<file path="config.mk">
export PLATFORM = sky130hd
export DESIGN_NAME = pipe_sequencer
export DESIGN_NICKNAME = d
export VERILOG_FILES = /design/src/rtl/pipe_sequencer_pkg.sv /design/src/rtl/pipe_slot.sv /design/src/rtl/pipe_sequencer.sv
export SDC_FILE = /design/constraint.sdc
export NUM_CORES = 1
export LEC_CHECK = 0
export CORE_AREA = 2 2 127 153
export DETAILED_ROUTE_END_ITERATION = 6
export DIE_AREA = 0 0 129 155
export HOLD_SLACK_MARGIN = 0.06
export PLACE_DENSITY = 0.82
export SLEW_MARGIN = 10
export SYNTH_ARGS = -nofsm -noshare
export SYNTH_HDL_FRONTEND = slang
export SYNTH_SLANG_ARGS = --single-unit
</file>
<file path="constraint.sdc">
create_clock -name Clk -period 3.9 [get_ports Clk]
set_input_delay 0.975 -clock Clk [delete_from_list [all_inputs] [get_ports Clk]]
set_output_delay 0.975 -clock Clk [all_outputs]
set_load 0.03 [all_outputs]
</file>
<file path="src/rtl/pipe_sequencer_pkg.sv">
// Shared widths, slot count and FSM state type for the pipe sequencer.
package pipe_sequencer_pkg;

  localparam int unsigned NUM_PIPES = 5;
  localparam int unsigned X_W       = 11;
  localparam int unsigned Y_W       = 10;
  localparam int unsigned IDX_W     = 3;

  localparam logic [IDX_W-1:0] ROM_LAST = 3'd4;

  typedef enum logic [1:0] {
    ST_IDLE,
    ST_LOAD,
    ST_RUN,
    ST_HALT
  } state_t;

  // ROM rotation index: 0..ROM_LAST then wrap.
  function automatic logic [IDX_W-1:0] next_idx(input logic [IDX_W-1:0] idx);
    return (idx == ROM_LAST) ? '0 : idx + 3'd1;
  endfunction

endpackage

</file>
<file path="src/rtl/pipe_slot.sv">
// One pipe obstacle: x position and top-edge registers plus scroll/respawn math.
module pipe_slot
  import pipe_sequencer_pkg::*;
#(
  parameter logic [X_W-1:0] X_INIT = 11'd640,
  parameter logic [X_W-1:0] SPEED  = 11'd2,
  parameter logic [X_W-1:0] SPAN   = 11'd1000,
  parameter logic [X_W-1:0] PIPE_W = 11'd40,
  parameter logic [X_W-1:0] BIRD_X = 11'd100
) (
  input  logic           clk,
  input  logic           rst_n,
  input  logic           load_x,
  input  logic           load_y,
  input  logic           tick,
  input  logic [Y_W-1:0] y_in,
  output logic [X_W-1:0] x,
  output logic [Y_W-1:0] yt,
  output logic           respawn_req,
  output logic           pass_bird
);

  logic [X_W-1:0] x_next;
  logic [X_W:0]   edge_now;
  logic [X_W:0]   edge_next;

  // Next x for a tick: step left, or wrap round by one full span when off-screen.
  always_comb begin
    respawn_req = (x < SPEED);
    x_next      = respawn_req ? (x + (SPAN - SPEED)) : (x - SPEED);
    edge_now    = {1'b0, x} + {1'b0, PIPE_W};
    edge_next   = {1'b0, x_next} + {1'b0, PIPE_W};
    pass_bird   = !respawn_req && (edge_now >= {1'b0, BIRD_X})
                                && (edge_next < {1'b0, BIRD_X});
  end

  // Position register: reloaded on game start, advanced on applied ticks.
  always_ff @(posedge clk or negedge rst_n) begin
    if (!rst_n) begin
      x <= X_INIT;
    end else if (load_x) begin
      x <= X_INIT;
    end else if (tick) begin
      x <= x_next;
    end
  end

  // Top-edge register: written during LOAD and one cycle after a respawn.
  always_ff @(posedge clk or negedge rst_n) begin
    if (!rst_n) begin
      yt <= '0;
    end else if (load_y) begin
      yt <= y_in;
    end
  end

endmodule

</file>
<file path="src/rtl/pipe_sequencer.sv">
// Pipe sequencer: game FSM, ROM index, respawn height fetch and score.
module pipe_sequencer
  import pipe_sequencer_pkg::*;
#(
  parameter logic [X_W-1:0] X_START = 11'd640,
  parameter logic [X_W-1:0] SPACING = 11'd200,
  parameter logic [X_W-1:0] SPEED   = 11'd2,
  parameter logic [X_W-1:0] PIPE_W  = 11'd40,
  parameter logic [Y_W-1:0] GAP     = 10'd100,
  parameter logic [X_W-1:0] BIRD_X  = 11'd100
) (
  input  logic                       Clk,
  input  logic                       Reset_n,
  input  logic                       Start,
  input  logic                       FrameTick,
  input  logic                       Collide,
  output logic [IDX_W-1:0]           RomIdx,
  input  logic [Y_W-1:0]             RomY0T,
  output logic [NUM_PIPES*X_W-1:0]   PipeX,
  output logic [NUM_PIPES*Y_W-1:0]   PipeYT,
  output logic [NUM_PIPES*Y_W-1:0]   PipeYB,
  output logic [7:0]                 Score,
  output logic                       Running
);

  localparam logic [X_W-1:0] SPAN = X_W'(32'(NUM_PIPES) * 32'(SPACING));

  state_t           state, state_next;
  logic [IDX_W-1:0] load_cnt;
  logic [IDX_W-1:0] pend_slot;
  logic [IDX_W-1:0] resp_slot;
  logic             pending;
  logic             pend_latch;
  logic             start_load;
  logic             load_step;
  logic             tick_apply;
  logic             any_respawn;

  logic [NUM_PIPES-1:0] respawn_req;
  logic [NUM_PIPES-1:0] pass_bird;
  logic [NUM_PIPES-1:0] load_y;
  logic [X_W-1:0]       x_q  [NUM_PIPES];
  logic [Y_W-1:0]       yt_q [NUM_PIPES];

  // State register.
  always_ff @(posedge Clk or negedge Reset_n) begin
    if (!Reset_n) begin
      state <= ST_IDLE;
    end else begin
      state <= state_next;
    end
  end

  // Next state and per-cycle control strobes.
  always_comb begin
    state_next = state;
    start_load = 1'b0;
    load_step  = 1'b0;
    tick_apply = 1'b0;
    unique case (state)
      ST_IDLE, ST_HALT: begin
        if (Start) begin
          state_next = ST_LOAD;
          start_load = 1'b1;
        end
      end
      ST_LOAD: begin
        load_step = 1'b1;
        if (load_cnt == ROM_LAST) state_next = ST_RUN;
      end
      ST_RUN: begin
        if (Collide) begin
          state_next = ST_HALT;
        end else if (FrameTick) begin
          tick_apply = 1'b1;
        end
      end
      default: state_next = ST_IDLE;
    endcase
  end

  // Lowest-numbered slot asking for respawn (at most one can per tick).
  always_comb begin
    any_respawn = 1'b0;
    resp_slot   = '0;
    for (int unsigned k = 0; k < NUM_PIPES; k++) begin
      if (respawn_req[k] && !any_respawn) begin
        any_respawn = 1'b1;
        resp_slot   = IDX_W'(k);
      end
    end
  end

  // A pending height fetch completes in RUN even if the same cycle carries a
  // new tick; the fetch reads RomY0T before RomIdx advances.
  assign pend_latch = pending && (state == ST_RUN);

  // ROM index and load counter: LOAD walks 0..4, RUN advances once per respawn.
  always_ff @(posedge Clk or negedge Reset_n) begin
    if (!Reset_n) begin
      RomIdx   <= '0;
      load_cnt <= '0;
    end else if (start_load) begin
      RomIdx   <= '0;
      load_cnt <= '0;
    end else if (load_step) begin
      if (load_cnt != ROM_LAST) begin
        load_cnt <= load_cnt + 3'd1;
        RomIdx   <= load_cnt + 3'd1;
      end
    end else if (tick_apply && any_respawn) begin
      RomIdx <= next_idx(RomIdx);
    end
  end

  // Pending-slot register: remembers which slot needs its height next cycle.
  always_ff @(posedge Clk or negedge Reset_n) begin
    if (!Reset_n) begin
      pending   <= 1'b0;
      pend_slot <= '0;
    end else if (start_load) begin
      pending   <= 1'b0;
    end else if (tick_apply && any_respawn) begin
      pending   <= 1'b1;
      pend_slot <= resp_slot;
    end else if (pend_latch) begin
      pending   <= 1'b0;
    end
  end

  // Score: one per pipe whose trailing edge crosses the bird, saturating.
  always_ff @(posedge Clk or negedge Reset_n) begin
    if (!Reset_n) begin
      Score <= '0;
    end else if (start_load) begin
      Score <= '0;
    end else if (tick_apply && (|pass_bird) && (Score != 8'hFF)) begin
      Score <= Score + 8'd1;
    end
  end

  assign Running = (state == ST_RUN);

  for (genvar k = 0; k < NUM_PIPES; k++) begin : g_slot
    localparam logic [IDX_W-1:0] K_IDX  = IDX_W'(k);
    localparam logic [X_W-1:0]   X_INIT = X_W'(32'(X_START) + k * 32'(SPACING));

    assign load_y[k] = (load_step && (load_cnt == K_IDX)) ||
                       (pend_latch && (pend_slot == K_IDX));

    pipe_slot #(
      .X_INIT (X_INIT),
      .SPEED  (SPEED),
      .SPAN   (SPAN),
      .PIPE_W (PIPE_W),
      .BIRD_X (BIRD_X)
    ) u_slot (
      .clk         (Clk),
      .rst_n       (Reset_n),
      .load_x      (start_load),
      .load_y      (load_y[k]),
      .tick        (tick_apply),
      .y_in        (RomY0T),
      .x           (x_q[k]),
      .yt          (yt_q[k]),
      .respawn_req (respawn_req[k]),
      .pass_bird   (pass_bird[k])
    );

    assign PipeX[k*X_W +: X_W]  = x_q[k];
    assign PipeYT[k*Y_W +: Y_W] = yt_q[k];
    assign PipeYB[k*Y_W +: Y_W] = yt_q[k] + GAP;
  end

endmodule

</file>
==> impl_results.md <==
* Status: complete, no violations
* Maximum vdd drop at between 0.0008 and 0.0009 V
* Yosys top cell area share at between 20 and 30%
* Synth unique cells at 71
* DRC Markers at 0
* Dominant synthesized flop cell: dfrtp_1
* H-tree depth at 4
* Die X at around 130 um
* Relative slew slack at 22.4%
* Sw frac at between 40% and 50%
* Final WL at 25600 um
* Setup violators final at 0
* WS Path Type: reg -> reg
* Crit path max fanout at 7
* Number of synthesized flops with an enable pin at 0
* DIE HEIGHT at roughly 160 um
* Worst setup margin at 93.5 ps
* CP startpoint kind: flop
* Clock root buffer: clkbuf_16
* Hold WS at about 530 ps
* CTS Buffer Depth at 2
* TritonCTS Buffers at 17
* Initial antenna violation count at 1
* Gate power share at ~69%
* Worst path max stage delay at 540 ps
* Setup WS pre-CTS at 24.6 ps
* First-pass GRT wire length at 39900 um
* Rows at 55
* Antenna-violating nets left at 0
* DR WL/cell at between 15 and 20 um
* Sw power at a little over 6 mW
* Fmax at 263 MHz
* Initial DRC count at between 500 and 600
* Hold Crit Class: reg -> reg
* Mapped cell area at approximately 0.0087 mm2
* Die ar. at 0.0200 mm2
* CP max stage cell: dfstp_2
* Clk pwr share at 12.8%
* CTS tree: built
* Final Critical Period at about 3800 ps
* Worst-path clk slew at around 60 ps
* GPL Wtd Cong at 0.916
* Port Buffers at 176
* Ys async rst share at 100%
* GRT overflow at 0
* Sequential area share after synthesis at about a third
* Period utilization at 97.6%
* Critical path cell sequence: inv_2, ha_4, nor2b_4, nor4_4, mux2i_2, xnor2_1, ha_1, or3b_4, and3_4, nor4_4, o211ai_1, o211a_2, or3_1, a21oi_1
* Vias in the first global route at 7807
* Pint at roughly 6.5 mW
* Tot GR Track Use at 25.0%
* Gate Count Post-Synth at 997
* Most frequent cells in the layout: 175 x clkdlybuf4s50_1, 102 x dfrtp_1, 98 x nand2_1, 89 x nor2_1, 64 x buf_4
* Cell mode on critical path: nor4_4
* Seq pwr share at 18.5%
* Maxcap violations at 0
* Cell Pwr Density at 1080 mW/mm2
* Core Region at ~0.019 mm2
* Setup Skew at approximately 11 ps
* I/O Pins at 182
* LEAKAGE at between 4 and 5 nW
* CP Capture Type: flop
* Synth area leader: dfrtp_1
* Initial Util at 46.8%
* Final Hold Fails at 0
* WP buf/inv at 1
* Via count at roughly 8500
* Ys Warns at 0
* Fin nets at 1254
* Worst Max-Slew Pin Slew at approximately 1200 ps
* Cell family with most CP delay: simple AND/OR/NAND/NOR gates
* Finished Core Util at 63.2%
* Synth top area cells: dfrtp_1 30%, mux2_2 7.0%, ha_1 5.9%
* Setup TNS at 0 ps
* Syn-to-layout area delta at 35.1%
* DR vias/cell at approximately 5.8
* Arr. time, crit path at around 4100 ps
* Most common cell after layout, fill and taps aside: clkdlybuf4s50_1
* Flops & latches, synth at 120
* Half-perimeter wire length after placement at 18900 um
* Drt pass-1 iters at 5
* Share of layout cells above drive strength 1 at between 15 and 20%
* Clock sinks at 120
* Slew Limit Fails at 0
* Largest net degree at the start of global routing at 64
* Later-pin clock latency in the skew report at 420 ps
* Average size of a mapped cell at 8.75 um2
* WP data required at between 4000 and 5000 ps
-- final timing paths --
path / end / start / cells after the start / slack, ps
min in group asynchronous: g_slot[3].u_slot.yt[0]$_DFFE_PN0P_ / Reset_n / 1 / 650
worst max-delay path: Score[7]$_DFFE_PN0P_ / g_slot[1].u_slot.x[3]$_DFFE_PN1P_ / 14 / 90
worst min register to register: g_slot[3].u_slot.yt[1]$_DFFE_PN0P_ / g_slot[3].u_slot.yt[1]$_DFFE_PN0P_ / 1 / 530
max in group asynchronous: g_slot[2].u_slot.x[10]$_DFFE_PN1P_ / Reset_n / 2 / 2340
worst min-delay path: g_slot[3].u_slot.yt[1]$_DFFE_PN0P_ / g_slot[3].u_slot.yt[1]$_DFFE_PN0P_ / 1 / 530
worst max register to register: Score[7]$_DFFE_PN0P_ / g_slot[1].u_slot.x[3]$_DFFE_PN1P_ / 14 / 90
-- stage by stage --
| stage | instances | power, mW | instance area [um2] |
|---|---|---|---|
| 3_5_place_dp | 1426 | 10.8 | 11000 |
| 4_1_cts | 1458 | 12.4 | 11600 |
| 2_1_floorplan | 1001 | 7.83 | 8760 |
| 5_1_grt | 1467 | 13.5 | 11800 |
| 3_3_place_gp | 1426 | 10.6 | 11000 |
| 6_report | 1468 | 12.7 | 11800 |
-- power groups by stage --
stage / logic [mW] / registers, mW / clock network, mW
6_report: 8.75 / 2.36 / 1.62
5_1_grt: 9.39 / 2.44 / 1.71
4_1_cts: 8.45 / 2.34 / 1.65
3_5_place_dp: 8.41 / 2.36 / 0
3_3_place_gp: 8.25 / 2.33 / 0
2_1_floorplan: 4.73 / 3.10 / 0
-- final cells by class --
class | instances | area (um2)
fillers | 1547 | 6870
multi-input cells | 769 | 5390
flip-flops and latches | 120 | 3030
repair buffers | 240 | 2240
clock buffers | 18 | 439
well taps | 256 | 320
inverters | 50 | 191
clock inverters | 14 | 171
diodes | 1 | 2.50
-- synthesized netlist by cell type (6+ instances only) --
| cell | n |
|---|---|
| nor4_1 | 17 |
| o31ai_1 | 7 |
| inv_1 | 49 |
| mux2_2 | 54 |
| nand4_1 | 11 |
| nor2b_1 | 10 |
| o21ai_0 | 41 |
| dfrtp_1 | 103 |
| o211ai_1 | 15 |
| nand2_1 | 98 |
| a211o_1 | 6 |
| clkbuf_1 | 41 |
| xor2_1 | 26 |
| a211oi_1 | 12 |
| nand3b_1 | 8 |
| a21oi_1 | 55 |
| or4_1 | 6 |
| nor3_1 | 27 |
| or3_1 | 17 |
| nand3_1 | 37 |
| buf_4 | 15 |
| a311oi_1 | 6 |
| or2_2 | 7 |
| and3_1 | 11 |
| ha_1 | 41 |
| dfstp_2 | 17 |
| a31oi_1 | 13 |
| xnor2_1 | 36 |
| mux2i_1 | 13 |
| nor2_1 | 89 |
| nand2b_1 | 16 |
-- per-layer routing --
layer	GRT usage, %	up-vias	part of all wire, %
li1	-	4005	-
met5	0	-	0
met4	7.71	0	1.7
met1	28.6	4116	39
met3	5.26	41	7.0
met2	46.2	325	52
-- state kept, by name, indices dropped and copies added (netlist names) --
register and flops:
RomIdx 3, Score 8, g_slot.u_slot.x 50, g_slot.u_slot.yt 50
load_cnt 3, pend_slot 3, pending 1, state 2
-- cell families (layout without fill, tap and decap cells) --
group / Yosys count / count (layout) / share of synthesized area [%]
mux: 67 / 67 / 8.47
simple gates: 376 / 376 / 21.7
xor+xnor: 66 / 66 / 7.26
buf+inv: 113 / 322 / 5.57
flops: 120 / 120 / 34.7
other cells: 1 / 6 / 0.0430
fa+ha+maj: 41 / 41 / 5.88
compound gates: 213 / 214 / 16.4
-- timing repair --
item                                    CTS  global route
endpoints found under the setup margin    3             8
gates cloned                              0             1
setup buffers                             0             8
hold buffers                              0             0
resized for setup                         2            39
pin swaps                                 0            16
Power figures use the tool's default switching activity.
